<file path="src/rtl/dig_ct_bist_ctrl.sv">
`default_nettype none
// ============================================================================
//  Module   : dig_ct_bist_ctrl
//  Purpose  : Exhaustive BIST sweep controller for the 5-input / 3-output
//             DigCt datapath. Applies all 32 input vectors in order, waits
//             WAIT_CYC cycles per vector, compares the datapath response
//             against the golden function and records the mismatch count and
//             the first failing vector.
//  Ports    : clk      - rising-edge clock (shared with the datapath)
//             rst      - synchronous active-high reset
//             start    - single-cycle sweep request (honoured in IDLE only)
//             abort    - terminates a running sweep
//             vec      - registered stimulus {IN5,IN4,IN3,IN2,IN1}
//             rsp      - registered datapath response {OUT3,OUT2,OUT1}
//             busy     - sweep in progress
//             done     - one-cycle pulse when a sweep completes
//             pass     - last completed sweep had no mismatches
//             err_cnt  - number of mismatching vectors (0..32)
//             fail_vld - fail_vec holds a captured failing vector
//             fail_vec - first vector that mismatched
//  Revision : 1.0 - initial release
// ============================================================================
module dig_ct_bist_ctrl #(
    parameter int unsigned WAIT_CYC = 1
) (
    input  logic       clk,
    input  logic       rst,
    input  logic       start,
    input  logic       abort,
    output logic [4:0] vec,
    input  logic [2:0] rsp,
    output logic       busy,
    output logic       done,
    output logic       pass,
    output logic [5:0] err_cnt,
    output logic       fail_vld,
    output logic [4:0] fail_vec
);

    typedef enum logic [2:0] {
        S_IDLE  = 3'd0,
        S_APPLY = 3'd1,
        S_HOLD  = 3'd2,
        S_CHECK = 3'd3,
        S_FIN   = 3'd4
    } state_t;

    localparam logic [4:0] c_last_vec  = 5'd31;
    // HOLD occupies WAIT_CYC-1 cycles; the counter runs 1..c_hold_last.
    localparam logic [3:0] c_hold_last = 4'(WAIT_CYC - 1);

    state_t     r_state;
    state_t     w_state_nxt;
    logic [3:0] r_hold_cnt;
    logic [2:0] w_exp;
    logic       w_mismatch;
    logic       w_check;
    logic [5:0] w_err_nxt;

    // Golden DigCt response for the vector currently driven.
    assign w_exp[0] = ~(~(vec[0] | vec[1]) & vec[2]);
    assign w_exp[1] = ~(vec[1] & vec[2]);
    assign w_exp[2] = vec[2] | ~vec[3] | vec[4];

    assign w_mismatch = (rsp != w_exp);
    // An abort in CHECK discards that cycle's comparison.
    assign w_check    = (r_state == S_CHECK) && !abort;
    assign w_err_nxt  = err_cnt + {5'd0, w_mismatch};

    assign busy = (r_state == S_APPLY) || (r_state == S_HOLD) || (r_state == S_CHECK);
    assign done = (r_state == S_FIN);

    // ------------------------------------------------------------------------
    // State register
    // ------------------------------------------------------------------------
    always_ff @(posedge clk) begin
        if (rst) begin
            r_state <= S_IDLE;
        end else begin
            r_state <= w_state_nxt;
        end
    end

    // ------------------------------------------------------------------------
    // Next-state logic
    // ------------------------------------------------------------------------
    always_comb begin
        w_state_nxt = r_state;
        case (r_state)
            S_IDLE: begin
                if (start && !abort) begin
                    w_state_nxt = S_APPLY;
                end
            end
            S_APPLY: begin
                if (abort) begin
                    w_state_nxt = S_IDLE;
                end else if (WAIT_CYC == 1) begin
                    w_state_nxt = S_CHECK;
                end else begin
                    w_state_nxt = S_HOLD;
                end
            end
            S_HOLD: begin
                if (abort) begin
                    w_state_nxt = S_IDLE;
                end else if (r_hold_cnt == c_hold_last) begin
                    w_state_nxt = S_CHECK;
                end
            end
            S_CHECK: begin
                if (abort) begin
                    w_state_nxt = S_IDLE;
                end else if (vec == c_last_vec) begin
                    w_state_nxt = S_FIN;
                end else begin
                    w_state_nxt = S_APPLY;
                end
            end
            S_FIN: begin
                w_state_nxt = S_IDLE;
            end
            default: begin
                w_state_nxt = S_IDLE;
            end
        endcase
    end

    // ------------------------------------------------------------------------
    // Hold-cycle counter
    // ------------------------------------------------------------------------
    always_ff @(posedge clk) begin
        if (rst) begin
            r_hold_cnt <= 4'd0;
        end else if (r_state == S_APPLY) begin
            r_hold_cnt <= 4'd1;
        end else if (r_state == S_HOLD) begin
            r_hold_cnt <= r_hold_cnt + 4'd1;
        end
    end

    // ------------------------------------------------------------------------
    // Stimulus and result registers
    // ------------------------------------------------------------------------
    always_ff @(posedge clk) begin
        if (rst) begin
            vec      <= 5'd0;
            pass     <= 1'b0;
            err_cnt  <= 6'd0;
            fail_vld <= 1'b0;
            fail_vec <= 5'd0;
        end else if ((r_state == S_IDLE) && start && !abort) begin
            vec      <= 5'd0;
            pass     <= 1'b0;
            err_cnt  <= 6'd0;
            fail_vld <= 1'b0;
            fail_vec <= 5'd0;
        end else if (busy && abort) begin
            // Results so far are kept for diagnosis; the sweep never passes.
            pass <= 1'b0;
        end else if (w_check) begin
            if (w_mismatch) begin
                err_cnt <= w_err_nxt;
                if (!fail_vld) begin
                    fail_vec <= vec;
                    fail_vld <= 1'b1;
                end
            end
            if (vec == c_last_vec) begin
                // Verdict includes the final vector's own comparison.
                pass <= (w_err_nxt == 6'd0);
            end else begin
                vec <= vec + 5'd1;
            end
        end
    end

endmodule
`default_nettype wire

</file>
<file path="config.mk">
export PLATFORM = sky130hd
export DESIGN_NAME = dig_ct_bist_ctrl
export DESIGN_NICKNAME = d
export VERILOG_FILES = /design/src/rtl/dig_ct_bist_ctrl.sv
export SDC_FILE = /design/constraint.sdc
export NUM_CORES = 1
export LEC_CHECK = 0
export CORE_AREA = 2 2 56 58
export DETAILED_ROUTE_END_ITERATION = 16
export DIE_AREA = 0 0 58 60
export PLACE_DENSITY_LB_ADDON = 0.2
export SETUP_SLACK_MARGIN = 0.3
export SYNTH_ARGS = -nofsm -noshare
export SYNTH_HDL_FRONTEND = slang
export SYNTH_SLANG_ARGS = --single-unit
</file>
<file path="constraint.sdc">
create_clock -name clk -period 5.75 [get_ports clk]
set_input_delay 0.8625 -clock clk [delete_from_list [all_inputs] [get_ports clk]]
set_output_delay 0.8625 -clock clk [all_outputs]
set_load 0.02 [all_outputs]
</file>
==> qor.csv, run 1 <==
stage,metric,value,unit
outcome,outcome,"complete, no violations",
synth,synth-main-ff-cell,dfxtp_1,
setup_path,critPathKind,input pin to flop,
layout,num_antenna_cells,0,
floorplanning,core-area,2900,µm²
global_route,grt_pass1_vias,1128,
synth,ys_seq_elements,25,
pwr,p_leak,0.595,nW
pwr,seqPwrFrac,0.627,
clock_tree,htreeDepth,1,
synth,synth_xor_area_frac,0.0447,
clock_tree,cts_setup_buffers,0,
setup_path,crit_fanout,4,
floorplanning,start_util,0.472,
floorplanning,row_count,20,
timing,hold_viol,0,
timing,clock-skew-final,0.00418,ns
synth,synthSimpleGateAreaFrac,0.205,
timing,rsz0062_at_grt,no,
clock_tree,ctsResizeCount,0,
timing,drv_slew,0,
detailed_routing,ant_nets,0,
clock_tree,cts_tree,yes,
pwr,p_switching,72.3,µW
clock_tree,clockBufferDepth,2,
worst_hold_path,min_path_cells,2,
setup_path,cpMaxStageDelayCell,clkdlybuf4s50_1,
detailed_routing,drtIter0Drc,52,
global_route,grt_start_max_net_pins,22,
synth,synthTopCellsByArea,"dfxtp_1 (37%), a21oi_1 (6.6%), ha_1 (6.4%)",
global_route,track_usage,0.176,
floorplanning,chipWidth,58,µm
timing,relSlewSlack,0.447,
layout,areaGrowthSynthToFinish,19.3,%
clock_tree,cts_root_buf,clkbuf_4,
clock_tree,insertion_delay,0.31,ns
setup_path,path_depth,11,
clock_tree,cts_made_buffers,3,
synth,synthAdderAreaFrac,0.0639,
synth,synthArstFlopShare,0,
layout,final_util,0.563,
placed_design,gp_congestion,0.793,
synth,synth_top_family_by_area,compound AO/OA/AOI/OAI gates,
setup_path,r2r_cells,12,
pwr,powerDensity,176,nW/µm²
pwr,p_int,216,µW
floorplanning,pin_count,27,
setup_path,worst-path-buf-inv,1,
pwr,ir_worst_vdd,0.000110,V
timing,fmax,298,MHz
synth,yosysTopAreaCellShare,0.365,
setup_path,startpoint_type,input pin,
synth,ys_seq_area_frac,0.365,
detailed_routing,vias,1235,
layout,drive_gt1_frac,0.0272,
global_route,antenna_found_initial,0,
layout,final_cell_mix,"clkdlybuf4s50_1 (26), dfxtp_1 (25), a21oi_1 (18)",
synth,syn_inst,163,
timing,tns,0,ns
synth,yosys_warnings,0,
synth,syn_area,1370,µm²
layout,num-nets-final,199,
flow_run,timing.max_cap.violations,0,
clock_tree,cts_hold_buf,0,
synth,synth_compound_gate_area_share,0.243,
clock_tree,clock-sinks,25,
setup_path,critPathMaxStageDelay,0.51,ns
detailed_routing,drt-total-wl,2910,µm
timing,fin_crit,3.36,ns
detailed_routing,dr.pass1.iters,4,
setup_path,crit_required,6.00,ns
synth,synth_top_cell_by_area,dfxtp_1,
timing,tightest_slew,0.829,ns
floorplanning,die_height,60,µm
timing,setup_viol,0,
detailed_routing,wl_per_cell,13.4,µm
layout,num-fill-cells,275,
detailed_routing,drcViolationCount,0,
setup_path,crit_path_end_kind,flop,
pwr,clkPwrFrac,0.272,
layout,mostFrequentLayoutCell,clkdlybuf4s50_1,
floorplanning,die-area,3480,µm²
worst_hold_path,hold_path.class,flop to flop,
synth,synth_cell_type_count,37,
pwr,combPwrFrac,0.100,
placed_design,port_buffers,26,
setup_path,critPathTopFamily,compound AO/OA/AOI/OAI gates,
detailed_routing,via_per_inst,5.69,
setup_path,cp.arrival,3.61,ns
synth,syn_avg_cell_area,8.41,µm²
timing,post-route-period-util,0.584,
synth,muxShareOfSynthArea,0.0146,
placed_design,dp_hpwl,2050,µm
global_route,grt-ovfl-total,0,
pwr,sw_frac_of_total,0.251,
clock_tree,clk_pin_slew_worst_paths,0.13,ns
synth,synth_edf_count,0,
setup_path,path_cells,clkdlybuf4s50_1 > nor4bb_1 > a22oi_1 > a21o_1 > ha_1 > ha_1 > a311o_1 > o21ai_0 > a31oi_1 > or4_1 > a31oi_1,
synth,synth_nets,177,
global_route,grt_pass1_wl,4780,µm
worst paths after layout:
path,startpoint,to,slack (ns)
setup / recovery,rsp[1],pass$_SDFFE_PP0P_,2.39
hold / removal,fail_vec[1]$_SDFFE_PP0P_,fail_vec[1]$_SDFFE_PP0P_,0.49
setup reg to reg,vec[1]$_SDFFE_PP0P_,pass$_SDFFE_PP0P_,2.72
hold reg to reg,fail_vec[1]$_SDFFE_PP0P_,fail_vec[1]$_SDFFE_PP0P_,0.49
routing by layer:
metal / GRT usage / vias to the layer above / part of all wire
met1: 0.221 / 566 / 0.48
met2: 0.299 / 31 / 0.47
met5: 0 / - / 0
met3: 0.0238 / 6 / 0.037
li1: - / 632 / -
met4: 0.0797 / 0 / 0.014
worst reg2reg max path: cells and delay by family (launching register included):
kind / cells / cell delay, ns
AOI/OAI and AO/OA: 6 / 1.13
adders and majority gates: 3 / 0.67
buffers and inverters: 1 / 0.09
DFF: 1 / 0.49
and+or+nand+nor: 2 / 0.59
cell type report:
type | instances | area [µm²] | area share
Timing Repair Buffer | 26 | 260 | 0.159
Multi-Input combinational cell | 123 | 783 | 0.479
Clock buffer | 4 | 26.3 | 0.0161
Sequential cell | 25 | 500 | 0.306
Inverter | 6 | 22.5 | 0.0138
Tap cell | 33 | 41.3 | 0.0253
synth_stat cells (2+ instances only):
cell	instances
nand4_1	2
a211oi_1	2
ha_1	7
nand2_1	13
nand3_1	4
o21ai_0	13
nor4_1	2
nor3b_1	2
clkbuf_1	2
xnor2_1	3
xor2_1	4
mux2i_1	2
a31oi_1	3
inv_1	6
and3b_1	2
o31ai_1	3
a21o_1	5
and3_1	4
o211ai_1	3
nor2_1	13
dfxtp_1	25
or3_1	6
buf_6	4
a21oi_1	18
buf_1	3
power groups by stage:
stage                     logic, mW  registers [mW]  clock network, mW
after detailed placement     0.0289           0.184                  0
final                        0.0289           0.181             0.0785
after global placement       0.0284           0.184                  0
after CTS                    0.0290           0.181             0.0814
after floorplan              0.0211           0.181                  0
after global routing         0.0323           0.181             0.0863
through the flow:
| step | cells | instance area, µm² | power, mW | hold slack (ns) | setup WS [ns] |
|---|---|---|---|---|---|
| final | 217 | 1630 | 0.288 | 0.491 | 2.39 |
| after global placement | 213 | 1610 | 0.213 | 0.462 | 2.17 |
| after floorplan | 163 | 1370 | 0.202 | 0.477 | 2.75 |
| after detailed placement | 213 | 1610 | 0.213 | 0.468 | 2.06 |
| after global routing | 217 | 1630 | 0.300 | 0.516 | 2.22 |
| after CTS | 217 | 1630 | 0.291 | 0.491 | 2.40 |
logic make-up (layout without fill, tap and decap cells):
logic type / Yosys count / in the layout
buffers and inverters: 15 / 36
AO/OA/AOI/OAI: 54 / 54
XOR/XNOR: 7 / 7
multiplexers: 2 / 2
adder cells (fa/ha/maj): 7 / 7
flip-flops: 25 / 25
AND/OR/NAND/NOR: 53 / 53
sequential cells by signal, summed over array words and instances (netlist names):
name	cells
err_cnt	6
fail_vec	5
vec	5
r_hold_cnt	4
r_state	3
fail_vld	1
pass	1
No activity file was read; power rests on OpenSTA's default activity.
==> inputs of run 2 (changes only) <==
==> constraint.sdc (replaced) <==
create_clock -name clk -period 3.3 [get_ports clk]
set_input_delay 0.495 -clock clk [delete_from_list [all_inputs] [get_ports clk]]
set_output_delay 0.495 -clock clk [all_outputs]
set_load 0.02 [all_outputs]
==> qor.csv, run 2 (same netlist as run 1, synthesis figures left out) <==
stage,metric,value,unit
outcome,outcome,"complete, no violations",
setup_path,reg2reg_setup_slack,0.47,ns
setup_path,critPathKind,input pin to flop,
clock_tree,htreeDepth,1,
layout,final_cell_mix,"clkdlybuf4s50_1 (25), dfxtp_1 (23), a21oi_1 (18)",
detailed_routing,via_per_inst,5.70,
timing,tns,0,ns
global_route,grt_pass1_vias,1082,
layout,mostFrequentLayoutCell,clkdlybuf4s50_1,
global_route,grt_pass1_wl,4750,µm
timing,whs,0.493,ns
setup_path,reg2reg_to,pass$_SDFFE_PP0P_,
setup_path,crit_path_end_kind,flop,
placed_design,gp_congestion,0.804,
timing,rsz0062_at_grt,no,
flow_run,timing.max_cap.violations,0,
global_route,antenna_found_initial,0,
placed_design,port_buffers,26,
detailed_routing,vias,1248,
global_route,grt-ovfl-total,0,
setup_path,r2r_cells,10,
timing,setup_viol,0,
global_route,track_usage,0.174,
layout,areaGrowthSynthToFinish,22.6,%
floorplanning,core-area,2900,µm²
timing,clock-skew-final,0.0102,ns
timing,tightest_slew,0.595,ns
detailed_routing,dr.pass1.iters,4,
clock_tree,cts_root_buf,clkbuf_4,
setup_path,reg2reg_from,vec[2]$_SDFFE_PP0P_,
placed_design,dp_hpwl,2060,µm
clock_tree,cts_hold_buf,0,
worst_hold_path,min_path_cells,2,
setup_path,crit_required,3.56,ns
detailed_routing,drcViolationCount,0,
floorplanning,chipWidth,58,µm
layout,top_regs,"err_cnt (6), fail_vec (5), vec (5)",
pwr,p_leak,0.615,nW
layout,regMostFlops,err_cnt,
layout,drive_gt1_frac,0.0645,
clock_tree,insertion_delay,0.33,ns
timing,relSlewSlack,0.604,
layout,num-nets-final,201,
timing,hold_viol,0,
clock_tree,clockBufferDepth,2,
floorplanning,row_count,20,
clock_tree,clk_pin_slew_worst_paths,0.15,ns
pwr,finalPower,507,µW
clock_tree,cts_tree,yes,
clock_tree,cts_made_buffers,3,
clock_tree,clock-sinks,25,
detailed_routing,drtIter0Drc,37,
timing,post-route-period-util,0.863,
layout,largest_reg_flops,6,
detailed_routing,wl_per_cell,13.0,µm
worst_hold_path,holdPathEnd,fail_vec[1]$_SDFFE_PP0P_,
setup_path,crit_fanout,4,
timing,fmax,351,MHz
detailed_routing,ant_nets,0,
floorplanning,start_util,0.472,
floorplanning,pin_count,27,
setup_path,cp.arrival,3.11,ns
pwr,powerDensity,302,nW/µm²
layout,num_antenna_cells,0,
floorplanning,die-area,3480,µm²
worst_hold_path,hold_start,fail_vec[1]$_SDFFE_PP0P_,
timing,fin_crit,2.85,ns
timing,drv_slew,0,
worst_hold_path,hold_path.class,flop to flop,
floorplanning,die_height,60,µm
setup_path,startpoint_type,input pin,
layout,final_util,0.579,
pwr,ir_worst_vdd,0.000225,V
detailed_routing,drt-total-wl,2850,µm
global_route,grt_start_max_net_pins,16,
## run 2: per-layer routing
| metal | global-route usage | part of all wire | vias to the layer above |
|---|---|---|---|
| li1 | - | - | 641 |
| met1 | 0.234 | 0.48 | 582 |
| met2 | 0.281 | 0.49 | 22 |
| met3 | 0.0238 | 0.026 | 3 |
| met4 | 0.0731 | 0.0077 | 0 |
| met5 | 0 | 0 | - |
## run 2: area by class of cell
class | instances | area, µm²
well taps | 33 | 41.3
fillers | 265 | 1220
flip-flops and latches | 25 | 505
multi-input cells | 123 | 803
repair buffers | 28 | 278
clock inverters | 1 | 7.51
inverters | 6 | 22.5
clock buffers | 3 | 22.5
## run 2: power by group
group	internal (mW)	leakage, nW	total [mW]	switching [mW]
registers	0.305	0.203	0.314	0.00902
logic	0.0235	0.398	0.0507	0.0272
clock network	0.0463	0.0139	0.143	0.0963
total	0.375	0.615	0.507	0.132
## run 2: through the flow
stage / std cells / setup WS, ns / instance area (µm²)
after floorplan: 163 / 0.443 / 1370
after global placement: 215 / 0.137 / 1620
after detailed placement: 215 / 0.0385 / 1620
after CTS: 219 / 0.374 / 1650
after global routing: 219 / 0.277 / 1680
final: 219 / 0.452 / 1680
## run 2: critical path, stage by stage
cell	delay, ns
clkdlybuf4s50_1	0.52
nor4bb_4	0.24
a22oi_2	0.14
a21o_1	0.17
ha_1	0.20
ha_1	0.21
a311o_1	0.34
o21ai_0	0.07
a31oi_1	0.09
or4_1	0.47
a31oi_1	0.16
## run 2: worst max-delay path by stage
stage	end	slack, ns	start
after floorplan	pass$_SDFFE_PP0P_	0.44	vec[1]$_SDFFE_PP0P_
final	pass$_SDFFE_PP0P_	0.45	rsp[1]
after global routing	pass$_SDFFE_PP0P_	0.28	vec[2]$_SDFFE_PP0P_
after global placement	pass$_SDFFE_PP0P_	0.14	rsp[1]
after detailed placement	pass$_SDFFE_PP0P_	0.04	rsp[1]
after CTS	pass$_SDFFE_PP0P_	0.37	rsp[1]
## run 2: timing repair
item	CTS	global route
setup endpoints to repair	0	1
resized for setup	0	8
buffers inserted	0	0
